$ cat src/rtl/fpadd_arb_pkg.sv
// Shared types for the two-requester fpadd arbiter: FSM states, in-flight tag, data width.
package fpadd_arb_pkg;
   localparam int FP_W = 32;

   typedef enum logic [1:0] {
      RUN      = 2'd0,
      DRAIN    = 2'd1,
      QUIESCED = 2'd2
   } state_t;

   typedef struct packed {
      logic valid;
      logic id;
   } tag_t;
endpackage

$ cat src/rtl/fpadd_arbiter_rr_arb2.sv
// Two-way round-robin grant; rr_last_reg remembers the most recent winner.
module fpadd_rr_arb2 (
   input  logic       clk,
   input  logic       rst,
   input  logic       enable,
   input  logic [1:0] valid,
   output logic [1:0] grant
);
   logic rr_last_reg;

   always_comb begin
      grant = 2'b00;
      if (enable) begin
         if (valid == 2'b11)
            grant = rr_last_reg ? 2'b01 : 2'b10;
         else
            grant = valid;
      end
   end

   // Reset to 1 so requester 0 wins the first contested cycle.
   always_ff @(posedge clk or negedge rst) begin
      if (!rst)
         rr_last_reg <= 1'b1;
      else if (grant != 2'b00)
         rr_last_reg <= grant[1];
   end
endmodule

$ cat src/rtl/fpadd_arbiter.sv
// Shares one pipelined fp adder between two requesters, routing results back by tag.
// Optional per-requester grant counters are built when FPADD_ARB_STATS_EN is defined.
module fpadd_arbiter
   import fpadd_arb_pkg::*;
#(
   parameter int ADD_LATENCY = 5,
   parameter int CNT_W       = 16
) (
   input  logic            clk,
   input  logic            rst,
   input  logic            req0_valid,
   input  logic [FP_W-1:0] req0_a,
   input  logic [FP_W-1:0] req0_b,
   output logic            req0_ready,
   input  logic            req1_valid,
   input  logic [FP_W-1:0] req1_a,
   input  logic [FP_W-1:0] req1_b,
   output logic            req1_ready,
   output logic [FP_W-1:0] fpa_a,
   output logic [FP_W-1:0] fpa_b,
   input  logic [FP_W-1:0] fpa_result,
   output logic            rsp0_valid,
   output logic [FP_W-1:0] rsp0_data,
   output logic            rsp1_valid,
   output logic [FP_W-1:0] rsp1_data,
   input  logic            quiesce_req,
   output logic            quiesce_ack,
   output logic            busy
`ifdef FPADD_ARB_STATS_EN
   ,
   output logic [CNT_W-1:0] grant_cnt0,
   output logic [CNT_W-1:0] grant_cnt1
`endif
);
   localparam int IF_W = $clog2(ADD_LATENCY + 3);

   state_t          state_reg, state_next;
   logic            grant_en;
   logic [1:0]      grant;
   logic            grant_any;
   logic [FP_W-1:0] fpa_a_reg, fpa_b_reg;
   tag_t            tag_reg [0:ADD_LATENCY];
   tag_t            tag_last;
   logic [IF_W-1:0] inflight_reg;
   logic            rsp_any;

   fpadd_rr_arb2 u_arb (
      .clk    (clk),
      .rst    (rst),
      .enable (grant_en),
      .valid  ({req1_valid, req0_valid}),
      .grant  (grant)
   );

   assign req0_ready = grant[0];
   assign req1_ready = grant[1];
   assign grant_any  = |grant;

   always_ff @(posedge clk or negedge rst) begin
      if (!rst)
         state_reg <= RUN;
      else
         state_reg <= state_next;
   end

   always_comb begin
      state_next = state_reg;
      case (state_reg)
         RUN:      if (quiesce_req) state_next = DRAIN;
         DRAIN:    if (!quiesce_req) state_next = RUN;
                   else if (inflight_reg == '0) state_next = QUIESCED;
         QUIESCED: if (!quiesce_req) state_next = RUN;
         default:  state_next = RUN;
      endcase
   end

   // The quiesce request suppresses grants in the very cycle it is first seen.
   always_comb begin
      grant_en    = (state_reg == RUN) && !quiesce_req;
      quiesce_ack = (state_reg == QUIESCED);
   end

   always_ff @(posedge clk or negedge rst) begin
      if (!rst) begin
         fpa_a_reg <= '0;
         fpa_b_reg <= '0;
      end else if (grant_any) begin
         fpa_a_reg <= grant[1] ? req1_a : req0_a;
         fpa_b_reg <= grant[1] ? req1_b : req0_b;
      end
   end

   assign fpa_a = fpa_a_reg;
   assign fpa_b = fpa_b_reg;

   // Stage 0 lines up with fpa_a/fpa_b; the last stage lines up with fpa_result.
   always_ff @(posedge clk or negedge rst) begin
      if (!rst) begin
         for (int i = 0; i <= ADD_LATENCY; i++)
            tag_reg[i] <= '0;
      end else begin
         tag_reg[0] <= tag_t'{valid: grant_any, id: grant[1]};
         for (int i = 1; i <= ADD_LATENCY; i++)
            tag_reg[i] <= tag_reg[i-1];
      end
   end

   assign tag_last = tag_reg[ADD_LATENCY];

   genvar gi;
   generate
      for (gi = 0; gi < 2; gi++) begin : g_rsp
         logic            valid_reg;
         logic [FP_W-1:0] data_reg;
         logic            hit;

         assign hit = tag_last.valid && (tag_last.id == 1'(gi));

         always_ff @(posedge clk or negedge rst) begin
            if (!rst) begin
               valid_reg <= 1'b0;
               data_reg  <= '0;
            end else begin
               valid_reg <= hit;
               if (hit)
                  data_reg <= fpa_result;
            end
         end
      end
   endgenerate

   assign rsp0_valid = g_rsp[0].valid_reg;
   assign rsp0_data  = g_rsp[0].data_reg;
   assign rsp1_valid = g_rsp[1].valid_reg;
   assign rsp1_data  = g_rsp[1].data_reg;
   assign rsp_any    = rsp0_valid | rsp1_valid;

   // An operation stays counted through the cycle its response is visible.
   always_ff @(posedge clk or negedge rst) begin
      if (!rst)
         inflight_reg <= '0;
      else if (grant_any && !rsp_any)
         inflight_reg <= inflight_reg + IF_W'(1);
      else if (!grant_any && rsp_any)
         inflight_reg <= inflight_reg - IF_W'(1);
   end

   assign busy = (inflight_reg != '0);

`ifdef FPADD_ARB_STATS_EN
   generate
      for (gi = 0; gi < 2; gi++) begin : g_stat
         logic [CNT_W-1:0] cnt_reg;

         always_ff @(posedge clk or negedge rst) begin
            if (!rst)
               cnt_reg <= '0;
            else if (grant[gi] && (cnt_reg != '1))
               cnt_reg <= cnt_reg + CNT_W'(1);
         end
      end
   endgenerate

   assign grant_cnt0 = g_stat[0].cnt_reg;
   assign grant_cnt1 = g_stat[1].cnt_reg;
`else
   logic [CNT_W-1:0] unused_cnt;
   assign unused_cnt = '0;
`endif
endmodule

$ cat config.mk
export PLATFORM = sky130hd
export DESIGN_NAME = fpadd_arbiter
export DESIGN_NICKNAME = d
export VERILOG_FILES = /design/src/rtl/fpadd_arb_pkg.sv /design/src/rtl/fpadd_arbiter_rr_arb2.sv /design/src/rtl/fpadd_arbiter.sv
export SDC_FILE = /design/constraint.sdc
export NUM_CORES = 1
export LEC_CHECK = 0
export CORE_MARGIN = 1
export CORE_UTILIZATION = 44
export DETAILED_ROUTE_END_ITERATION = 10
export HOLD_SLACK_MARGIN = 0.15
export PLACE_DENSITY = 0.95
export SETUP_SLACK_MARGIN = 0.4
export SYNTH_ARGS = -nofsm -noshare
export SYNTH_HDL_FRONTEND = slang
export SYNTH_HIERARCHICAL = 1
export SYNTH_SLANG_ARGS = --single-unit
$ cat constraint.sdc
create_clock -name clk -period 5.9 [get_ports clk]
set_clock_uncertainty 0.05 [all_clocks]
set_input_delay 0.59 -clock clk [delete_from_list [all_inputs] [get_ports clk]]
set_output_delay 0.59 -clock clk [all_outputs]
set_load 0.01 [all_outputs]
After elaboration in Yosys (flattened, before gate mapping):

Index checks and enable logic that the tools add are counted.

* $add $sub $neg: 2
* equality and inequality tests: 6
* muxes and demuxes: 12
* bitwise logic cells: 2
* reductions and logical operators: 15

Operators by type and width (count)
* $mux W32: 2
* $mux W2: 7
* $mux W3: 2
* $pmux W2 S3: 1
* $logic_and A1 B1 Y1: 5
* $eq A2 B2 Y1 const B: 2
* $ne A2 B2 Y1 const B: 2
* $reduce_bool A2 Y1: 2
* $add A3 B1 Y3 const B: 1
* $logic_not A1 Y1: 3
* $logic_not A3 Y1: 1
* $ne A3 B3 Y1 const B: 1
* $reduce_and A3 Y1: 1
* $reduce_bool A3 Y1: 1
* $sub A3 B1 Y3 const B: 1
* $eq A2 B1 Y1 const B: 1
* $logic_not A2 Y1: 1
* $reduce_or A2 Y1: 1
* $not A1 Y1: 1
* $or A1 B1 Y1: 1

* bits in registers: 148
* bits of input ports: 165
* output and inout port bits: 134
* word-level logic and storage cells: 58

Depth between registers and ports, before layout:

* depth after elaboration: 8
* mapped depth: 12
* mapped depth without buffers: 10

Modules after synthesis:

Netlist, hierarchy kept.

Modules (own cells, without submodules)
* fpadd_arbiter: times used 1, cells an instance 452, area each 6110.9 µm², seq. area each 3678.5 µm²
* fpadd_rr_arb2: times used 1, cells an instance 8, area each 62.6 µm², seq. area each 26.3 µm²

Worst setup path after synthesis:

OpenSTA, ideal clock, no wires.

* kind: in2reg
* start point: input port quiesce_req
* end point: register inflight_reg[2]
* library setup time: 79 ps
* arrival time: 2714 ps
* required time: 5771 ps
* path slack: 3057 ps
* stages: 12
* path buffers: 2
* cell sequence: nor3_1 > nand2_1 > a21oi_1 > buf_4 > buf_2 > or2_2 > ha_1 > inv_1 > fa_1 > xor2_1 > nor2_1 > xor2_1

* cells in the longest elaborated chain, start to end: 7
* elaborated cells between the ends (all ways): 9

Ends and longest elaborated chain
* start, declared: line fpadd_arbiter.sv:26 `input logic quiesce_req,`
* $logic_not A1 Y1 (*): line fpadd_arbiter.sv:79 `grant_en = (state_reg == RUN) && !quiesce_req;`
* $logic_and A1 B1 Y1 (*): line fpadd_arbiter.sv:79
* $mux W2 (*): line fpadd_arbiter_rr_arb2.sv:13 `if (enable) begin`
* net req1_ready: line fpadd_arbiter.sv:18 `output logic req1_ready,`
* $reduce_or A2 Y1 (*): line fpadd_arbiter.sv:57 `assign grant_any = |grant;`
* net grant_any: line fpadd_arbiter.sv:40 `logic grant_any;`
* $logic_not A1 Y1: line fpadd_arbiter.sv:144 `else if (!grant_any && rsp_any)`
* $logic_and A1 B1 Y1: line fpadd_arbiter.sv:144
* $reduce_bool A2 Y1 (no source line)
* end signal, assigned: line fpadd_arbiter.sv:143 `inflight_reg <= inflight_reg + IF_W'(1);`
* end signal, assigned: line fpadd_arbiter.sv:145 `inflight_reg <= inflight_reg - IF_W'(1);`
* end, declared: line fpadd_arbiter.sv:44 `logic [IF_W-1:0] inflight_reg;`

Mark *: on every way through the listed nets, which the timed path passes. The rest lies on a longest branch.
A chain may end at the register's enable or synchronous reset.

Worst setup path after layout:

* start point: input port quiesce_req
* end point: output port req1_ready

* cells in the longest elaborated chain, start to end: 3

Ends and longest elaborated chain
* $logic_not A1 Y1: line fpadd_arbiter.sv:79
* $logic_and A1 B1 Y1: line fpadd_arbiter.sv:79
* net grant_en: line fpadd_arbiter.sv:38 `logic grant_en;`
* $mux W2: line fpadd_arbiter_rr_arb2.sv:13
* end, declared: line fpadd_arbiter.sv:18

The timed path passes the listed nets, and every way through them passes these cells.

==> results_dict.tcl <==
set metrics [dict create \
    place_ws_ns 2.24 \
    clkTransAtPathRegs_ns 0.06 \
    setup_viol 0 \
    total_leakage_power_nw 4.05 \
    cts_buffers 17 \
    relSlewSlack 0.399 \
    rows 42 \
    setup_ws_ns 2.35 \
    clkPwrFrac 0.237 \
    fin_util 0.733 \
    synth_edf_count 0 \
    post_drt_wl_per_cell_um 18.6 \
    slew_violations 0 \
    clockRootBuffer "clkbuf_16" \
    status "completed" \
    ant_nets 0 \
    cts_hold_buf 0 \
    syn_nets 627 \
    cts_tree "yes" \
    synth_most_common_cell "dfrtp_1" \
    swShare 0.296 \
    synth-simple-area-share 0.0521 \
    nets 920 \
    setup_tns_ns 0 \
    synth_area_leaders "dfrtp_1 60%, mux2i_1 10%, mux2_4 7.8%" \
    synthXorXnorAreaFrac 0.00426 \
    drive_gt1_frac 0.138 \
    num_antenna_cells 0 \
    grt_pass1_wl_um 27300 \
    synth-seq-area-share 0.600 \
    internal_power_w 0.00356 \
    track_usage 0.250 \
    critical_path_class "in -> out" \
    cpMostUsedCell "clkdlybuf4s50_1" \
    p_seq_frac 0.355 \
    synth-seq-cells 148 \
    synth_cells 460 \
    max_freq_ghz 0.282 \
    cts_setup_buffers 0 \
    cp-end-kind "output port" \
    synth_compound_area_frac 0.0563 \
    arrival_ns 2.91 \
    fp.dieH_um 120 \
    holdCritPathClass "in -> async" \
    peakVddDrop_mv 0.233 \
    die_w_um 120 \
    syn_area_per_cell_um2 13.4 \
    max_cap_viol_count 0 \
    area_growth_syn_to_layout_pct 59.7 \
    vias_per_cell 5.10 \
    post-route-min-period_ns 3.55 \
    drcViolationCount 0 \
    grt_pass1_vias 5060 \
    antenna_found_initial 0 \
    dr.first_iter.drc_count 236 \
    grt.overflow.total 0 \
    cp_slowest_cell "a21oi_4" \
    grt_max_degree 97 \
    synth.distinct_cells 29 \
    cts_sinks 148 \
    synth_top_family_by_area "multiplexers" \
    start_util 0.459 \
    synthMuxAreaShare 0.242 \
    p_switching_w 0.00150 \
    yosys_warnings 6 \
    gp_congestion 0.860 \
    nFillCells 859 \
    rsz0062_at_grt "no" \
    synth_top_area_frac 0.596 \
    min_period_over_period 0.601 \
    synth-async-reset-ratio 1.00 \
    synth-main-ff-cell "dfrtp_1" \
    required_ns 5.26 \
    finalPower_w 0.00506 \
    clock_path_buffers 2 \
    portBuffers 298 \
    num_vias 4800 \
    clock_latency_ns 0.41 \
    combPwrFrac 0.408 \
    wl_um 17500 \
    synth_largest_area_cell "dfrtp_1" \
    core_um2 13500 \
    syn-cell-area_um2 6170 \
    pin_count 299 \
    synth-adder-area-share 0.00527 \
    dp_hpwl_um 12700 \
    powerDensity_nw_per_um2 513 \
    yosys-top-cells-count "147 x dfrtp_1, 66 x nand2_1, 64 x mux2i_1, 49 x o21ai_1, 33 x mux2_2" \
    htreeDepth 4 \
    finalHoldViolCount 0 \
    dieArea_um2 14500 \
    postCtsResizedCells 0 \
    tightest_slew_ns 0.900 \
    max_stage_delay_ns 0.71 \
    worstPathCellList "clkdlybuf4s50_1 > nor3_1 > nand2_1 > a21oi_4 > clkdlybuf4s50_1" \
    cp-start-kind "primary input" \
    drtPass1Iterations 4 \
    critPathMaxFanout 42 \
]
==> layout make-up <==
| cell class | instances | area [um^2] | share of cell area |
|---|---|---|---|
| Multi-Input combinational cell | 280 | 2240 | 0.228 |
| Sequential cell | 148 | 3700 | 0.376 |
| Tap cell | 176 | 220 | 0.0223 |
| Timing Repair Buffer | 302 | 3010 | 0.306 |
| Clock buffer | 24 | 492 | 0.0499 |
| Inverter | 4 | 15.0 | 0.00152 |
| Clock inverter | 8 | 171 | 0.0174 |
==> per-layer routing <==
layer / global-route usage / part of all wire
met2: 0.426 / 0.50
met1: 0.289 / 0.39
met5: 0 / 0
met3: 0.0802 / 0.081
met4: 0.103 / 0.024
==> metrics by stage <==
stage | hold WS (ns) | cell area, um^2 | instances
2_1_floorplan | 0.244 | 6170 | 460
3_3_place_gp | 0.282 | 9200 | 910
6_report | 0.220 | 9860 | 942
3_5_place_dp | 0.285 | 9200 | 910
4_1_cts | 0.241 | 9860 | 942
5_1_grt | 0.279 | 9860 | 942
==> worst max-delay path: cells and delay by family <==
kind	cells	cell delay [ns]
buf+inv	2	1.13
compound gates	1	0.71
simple gates	2	0.48
==> layout by cell type, fill, tap and decap left out, types with 2 or more instances in the layout <==
master             n
mux2_2            33
clkdlybuf4s50_1  297
mux2i_1           64
bufinv_16          5
clkbuf_1           3
o21ai_1           49
clkbuf_16         17
a21oi_4            2
mux2_4            32
clkbuf_8           4
nor2b_1            3
buf_4              4
dfrtp_1          147
nor2_1             3
inv_1              4
xor2_1             2
nand2_1           66
o21ai_0           15
==> final timing paths <==
kind,to,from,cells past startpoint,slack [ns]
min in group clk,tag_reg[9]$_DFF_PN0_,tag_reg[11]$_DFF_PN0_,0,0.29
setup / recovery,req1_ready,quiesce_req,5,2.35
hold / removal,state_reg[1]$_DFFE_PN0P_,rst,1,0.22
max in group asynchronous,rsp1_data[25]$_DFFE_PN0P_,rst,2,4.36
hold reg to reg,tag_reg[9]$_DFF_PN0_,tag_reg[11]$_DFF_PN0_,0,0.29
setup reg to reg,inflight_reg[2]$_DFFE_PN0P_,state_reg[1]$_DFFE_PN0P_,10,2.84
==> cell families after synthesis <==
family	after synthesis
DFF	148
xor gates and xnor gates	3
buffers and inverters	32
AOI/OAI and AO/OA	68
and+or+nand+nor	78
muxes	129
adders and majority gates	2
==> power groups by stage <==
stage / clock network (W) / logic [W] / registers, W
after global placement: 0 / 0.00199 / 0.00176
final: 0.00120 / 0.00206 / 0.00180
after floorplan: 0 / 0.000647 / 0.00196
after global routing: 0.00127 / 0.00220 / 0.00185
after CTS: 0.00122 / 0.00209 / 0.00180
after detailed placement: 0 / 0.00207 / 0.00180
Power figures use the tool's default switching activity.
